<file path="src/rtl/muldiv_unit.sv">
`default_nettype none
// ============================================================================
// Module   : muldiv_unit
// Purpose  : Iterative MULT/MULTU/DIV/DIVU unit producing HI/LO results.
// Revision : 1.0 - initial release
// ============================================================================
module muldiv_unit #(
    parameter int WIDTH  = 32,
    parameter int UNROLL = 1
) (
    input  logic               clk,
    input  logic               rst_n,
    input  logic               start,
    input  logic [1:0]         funct,
    input  logic [WIDTH-1:0]   a,
    input  logic [WIDTH-1:0]   b,
    input  logic               flush,
    output logic               busy,
    output logic               done,
    output logic [WIDTH-1:0]   hi,
    output logic [WIDTH-1:0]   lo
);

    localparam int c_n    = WIDTH / UNROLL;
    localparam int c_cntw = $clog2(c_n + 1);
    localparam logic [c_cntw-1:0] c_cnt_init = c_cntw'(c_n);
    localparam logic [c_cntw-1:0] c_cnt_one  = c_cntw'(1);

    localparam logic [1:0] c_idle = 2'd0;
    localparam logic [1:0] c_calc = 2'd1;
    localparam logic [1:0] c_fix  = 2'd2;
    localparam logic [1:0] c_done = 2'd3;

    logic [1:0]         r_state;
    logic [c_cntw-1:0]  r_cnt;
    logic               r_fix_ph;
    logic               r_is_div;
    logic               r_neg_q;
    logic               r_neg_r;
    logic               r_dzero;
    logic [2*WIDTH-1:0] r_acc;
    logic [WIDTH-1:0]   r_opb;
    logic [WIDTH-1:0]   r_hi;
    logic [WIDTH-1:0]   r_lo;
    logic               r_busy;
    logic               r_done;

    logic               w_sa;
    logic               w_sb;
    logic [WIDTH-1:0]   w_ma;
    logic [WIDTH-1:0]   w_mb;
    logic [2*WIDTH-1:0] w_acc;
    logic [2*WIDTH-1:0] w_fixed;
    logic [WIDTH:0]     w_t;
    logic [WIDTH:0]     w_sum;
    logic               w_ge;

    assign busy = r_busy;
    assign done = r_done;
    assign hi   = r_hi;
    assign lo   = r_lo;

    // Signed functs have funct[0] == 0; magnitudes are taken at acceptance.
    assign w_sa = ~funct[0] & a[WIDTH-1];
    assign w_sb = ~funct[0] & b[WIDTH-1];
    assign w_ma = w_sa ? -a : a;
    assign w_mb = w_sb ? -b : b;

    // Divide: acc = {remainder, dividend->quotient}; multiply: acc = {product hi, multiplier->product lo}.
    always_comb begin
        w_acc = r_acc;
        w_t   = '0;
        w_sum = '0;
        w_ge  = 1'b0;
        for (int i = 0; i < UNROLL; i++) begin
            if (r_is_div) begin
                w_t  = {w_acc[2*WIDTH-1:WIDTH], w_acc[WIDTH-1]};
                w_ge = (w_t >= {1'b0, r_opb});
                if (w_ge) begin
                    w_t = w_t - {1'b0, r_opb};
                end
                w_acc = {w_t[WIDTH-1:0], w_acc[WIDTH-2:0], w_ge};
            end else begin
                w_sum = {1'b0, w_acc[2*WIDTH-1:WIDTH]} + (w_acc[0] ? {1'b0, r_opb} : '0);
                w_acc = {w_sum, w_acc[WIDTH-1:1]};
            end
        end
    end

    always_comb begin
        w_fixed = r_acc;
        if (r_is_div) begin
            w_fixed[WIDTH-1:0]       = r_dzero ? '1 :
                                       (r_neg_q ? -r_acc[WIDTH-1:0] : r_acc[WIDTH-1:0]);
            w_fixed[2*WIDTH-1:WIDTH] = r_neg_r ? -r_acc[2*WIDTH-1:WIDTH] : r_acc[2*WIDTH-1:WIDTH];
        end else if (r_neg_q) begin
            w_fixed = -r_acc;
        end
    end

    always_ff @(posedge clk or negedge rst_n) begin
        if (!rst_n) begin
            r_state  <= c_idle;
            r_cnt    <= '0;
            r_fix_ph <= 1'b0;
            r_is_div <= 1'b0;
            r_neg_q  <= 1'b0;
            r_neg_r  <= 1'b0;
            r_dzero  <= 1'b0;
            r_acc    <= '0;
            r_opb    <= '0;
            r_hi     <= '0;
            r_lo     <= '0;
            r_busy   <= 1'b0;
            r_done   <= 1'b0;
        end else begin
            r_done <= 1'b0;
            case (r_state)
                c_calc: begin
                    if (flush) begin
                        r_state <= c_idle;
                        r_busy  <= 1'b0;
                    end else begin
                        r_acc <= w_acc;
                        r_cnt <= r_cnt - c_cnt_one;
                        if (r_cnt == c_cnt_one) begin
                            r_state  <= c_fix;
                            r_fix_ph <= 1'b0;
                        end
                    end
                end
                c_fix: begin
                    // First FIX cycle corrects signs in place, second commits to HI/LO.
                    if (flush) begin
                        r_state <= c_idle;
                        r_busy  <= 1'b0;
                    end else if (!r_fix_ph) begin
                        r_acc    <= w_fixed;
                        r_fix_ph <= 1'b1;
                    end else begin
                        r_hi    <= r_acc[2*WIDTH-1:WIDTH];
                        r_lo    <= r_acc[WIDTH-1:0];
                        r_done  <= 1'b1;
                        r_busy  <= 1'b0;
                        r_state <= c_done;
                    end
                end
                default: begin
                    if (start && !flush) begin
                        r_state  <= c_calc;
                        r_cnt    <= c_cnt_init;
                        r_busy   <= 1'b1;
                        r_is_div <= funct[1];
                        r_neg_q  <= w_sa ^ w_sb;
                        r_neg_r  <= w_sa;
                        r_dzero  <= (b == '0);
                        r_acc    <= {{WIDTH{1'b0}}, (funct[1] ? w_ma : w_mb)};
                        r_opb    <= funct[1] ? w_mb : w_ma;
                    end else begin
                        r_state <= c_idle;
                    end
                end
            endcase
        end
    end

endmodule
`default_nettype wire

</file>
<file path="config.mk">
export PLATFORM = sky130hd
export DESIGN_NAME = muldiv_unit
export DESIGN_NICKNAME = d
export VERILOG_FILES = /design/src/rtl/muldiv_unit.sv
export SDC_FILE = /design/constraint.sdc
export NUM_CORES = 1
export LEC_CHECK = 0
export ABC_AREA = 1
export CAP_MARGIN = 20
export CORE_MARGIN = 4
export CORE_UTILIZATION = 40
export CTS_CLUSTER_DIAMETER = 60
export DETAILED_ROUTE_END_ITERATION = 7
export GPL_TIMING_DRIVEN = 0
export PLACE_DENSITY_LB_ADDON = 0.05
export SETUP_SLACK_MARGIN = 0.1
export SLEW_MARGIN = 20
export SYNTH_ARGS = -nofsm -noshare
export SYNTH_HDL_FRONTEND = slang
export SYNTH_SLANG_ARGS = --single-unit
</file>
<file path="constraint.sdc">
create_clock -name clk -period 5.1 [get_ports clk]
set_clock_uncertainty 0.05 [all_clocks]
set_input_delay 1.275 -clock clk [delete_from_list [all_inputs] [get_ports clk]]
set_output_delay 1.275 -clock clk [all_outputs]
set_load 0.005 [all_outputs]
</file>
==> impl_metrics.env <==
export IMPL_status="finished clean"
export IMPL_hp_class="register to register"
export IMPL_worst_slew_pin_slew_ns=0.943
export IMPL_grt_max_degree=96
export IMPL_synth_cell_type_count=54
export IMPL_syn_avg_cell_area_sq_um=5.84
export IMPL_final_cell_mix="1069 x nand2_1, 441 x inv_1, 310 x nor2_1"
export IMPL_fmax_ghz=0.266
export IMPL_synth_seq_cells=175
export IMPL_die_area_sq_um=49700
export IMPL_die_y_um=223
export IMPL_drcViolationCount=0
export IMPL_grt_pass1_wl_mm=128
export IMPL_drtAntennaViolNets=0
export IMPL_numCtsBuffers=17
export IMPL_utilization_pct=46.7
export IMPL_cap_violations=0
export IMPL_ctsRootBufferMaster="clkbuf_16"
export IMPL_port_buffers=135
export IMPL_firstDrtPassIters=8
export IMPL_period_needed_ns=3.76
export IMPL_wl_per_cell_um=22.0
export IMPL_setup_violations=0
export IMPL_maxSlewHeadroom_pct=37.1
export IMPL_die_w_um=223
export IMPL_htree_levels=4
export IMPL_grt_use_total_pct=33.7
export IMPL_seqCellArea_sq_um=4380
export IMPL_finalNonFillerCells=3930
export IMPL_rsz0062_at_grt="no"
export IMPL_multi_input_area_sq_um=12000
export IMPL_drive_gt1_share_pct=3.54
export IMPL_clk_pin_slew_ns=0.07
export IMPL_numClockSinks=175
export IMPL_critPathLaunchType="input port"
export IMPL_hpwl_mm=72.8
export IMPL_grt_pass1_vias=20300
export IMPL_postSynthCellCount=3162
export IMPL_ios=136
export IMPL_wl_mm=86.6
export IMPL_gr_total_overflow=0
export IMPL_num_vias=22000
export IMPL_antenna_found_initial=2
export IMPL_ys_seq_area_share_pct=23.7
export IMPL_power_density_nw_per_um2=349
export IMPL_ys_flop_type="dfrtp_1"
export IMPL_worstPathRequired_ns=5.42
export IMPL_layout_commonest_cell="nand2_1"
export IMPL_power_leakage_uw=0.0112
export IMPL_synth_edf_count=0
export IMPL_crit_type="input port to register"
export IMPL_clock_path_buffers=2
export IMPL_yosys_warnings=0
export IMPL_arrival_ns=4.08
export IMPL_postCtsSetupRepairBufs=0
export IMPL_drv_slew=0
export IMPL_setup_tns_final_ns=0
export IMPL_drtIter0Drc=2609
export IMPL_synthArstFlopShare_pct=100
export IMPL_post_cts_resized=0
export IMPL_hold_viol_final=0
export IMPL_cts_tree="built"
export IMPL_critPathMaxFanout=5
export IMPL_syn_nets=3306
export IMPL_rows=78
export IMPL_diodes=0
export IMPL_vias_per_cell=5.60
export IMPL_syn_area_sq_um=18500
export IMPL_nets=3461
export IMPL_ir_worst_vdd_mv=0.256
export IMPL_pre_cts_slack_ns=0.877
export IMPL_routabilityCongestion=1.05
export IMPL_worst_slack_ns=1.34
export IMPL_end_kind="register"
export IMPL_initial_core_util_pct=40.6
export IMPL_hold_buffers=0
export IMPL_clk_latency_ns=0.48
export IMPL_placed_cells=3898
export IMPL_area_delta_synth_final_pct=15.0
export IMPL_core_sq_um=45500
export IMPL_fill_cells=5046
export IMPL_fin_crit_sh_pct=73.7
[sequential cells by signal, summed over array words and instances (netlist names), 2 cells and up]
name,count
lo,32
r_state,2
hi,32
r_acc,64
r_cnt,6
r_opb,32
[cells in the mapped netlist, types with 4 or more instances]
library cell     n  area share, %
a31oi_1          9           0.30
ha_1            72            4.9
buf_1           11           0.22
inv_1          441            9.0
o21ai_0        205            5.6
a21oi_1        143            3.9
nor2_4           4           0.24
nor4_1           8           0.27
nand3b_1         9           0.37
xnor2_1         24            1.1
nor2_1         310            6.3
xor2_1          85            4.0
clkbuf_1        65            1.3
nand2_2         11           0.37
nor3_1          32           0.87
inv_2           10           0.20
nor2_2          12           0.41
nand3_1        267            7.2
o21bai_1        11           0.45
o21ai_1          8           0.22
or2_2            7           0.24
dfrtp_1        175             24
and2_1          10           0.34
buf_2           15           0.41
a22oi_1         15           0.61
nand2_1       1069             22
nand4_1         55            1.9
o221ai_1        11           0.52
o211ai_1        27            1.1
[stage by stage]
step                      instance area [sq um]  hold WS, ns  total power (uW)
after global routing                      21200        0.464              7850
after CTS                                 21200        0.434              7310
after global placement                    20600        0.414              5820
after floorplan                           18500        0.393              4330
after detailed placement                  20600        0.416              5850
final                                     21200        0.431              7410
[power breakdown]
part	total, uW	leakage, uW	switching [uW]	internal [uW]
registers	1990	0.00216	346	1640
clock network	1460	0.000304	632	829
logic	3950	0.00871	2760	1190
[metal layers]
layer	vias to the layer above	part of all wire, %	GRT usage [%]
li1	10400	-	-
met1	10300	43	45.9
met2	1141	45	54.1
met3	173	8.6	5.84
met4	2	3.9	11.7
met5	-	0.015	0
[final cells by class]
type                    count  share of cell area [%]
plain buffers              97                    1.96
clock buffers              18                    2.02
flip-flops and latches    175                    20.6
multi-input cells        2434                    56.3
well taps                 600                    3.54
repair buffers            136                    6.52
clock inverters            14                   0.960
inverters                 456                    8.08
[worst max-delay path, stage by stage]
cell and delay [ns]:
clkdlybuf4s50_1 0.39, inv_1 0.20, ha_1 0.23, nand3_1 0.22, nor2_1 0.27, nand2_1 0.14, inv_1 0.09, nand3_1 0.14
o21ai_0 0.23, xor2_1 0.32, nand2_1 0.10, nand3_1 0.19, o21ai_0 0.13, nand2_1 0.09, nand2_1 0.05
[kinds of logic (layout without fill, tap and decap cells)]
kind of cell / count (synthesis) / count (layout) / share of synthesized area (%)
compound gates: 439 / 439 / 13.1
xor+xnor: 109 / 109 / 5.17
fa+ha+maj: 74 / 74 / 5.10
buf+inv: 553 / 721 / 11.6
flops: 175 / 175 / 23.7
simple gates: 1812 / 1812 / 41.3
[worst paths after layout]
kind,startpoint,end,slack (ns),cells past startpoint
worst min register to register,hi[3],hi[3],0.43,2
min in group asynchronous,rst_n,hi[18],0.71,1
worst min-delay path,hi[3],hi[3],0.43,2
worst max register to register,r_acc[0],r_acc[45],1.70,18
max in group asynchronous,rst_n,r_opb[16],3.34,2
worst max-delay path,a[0],r_acc[18],1.34,15
Power figures use the tool's default switching activity.
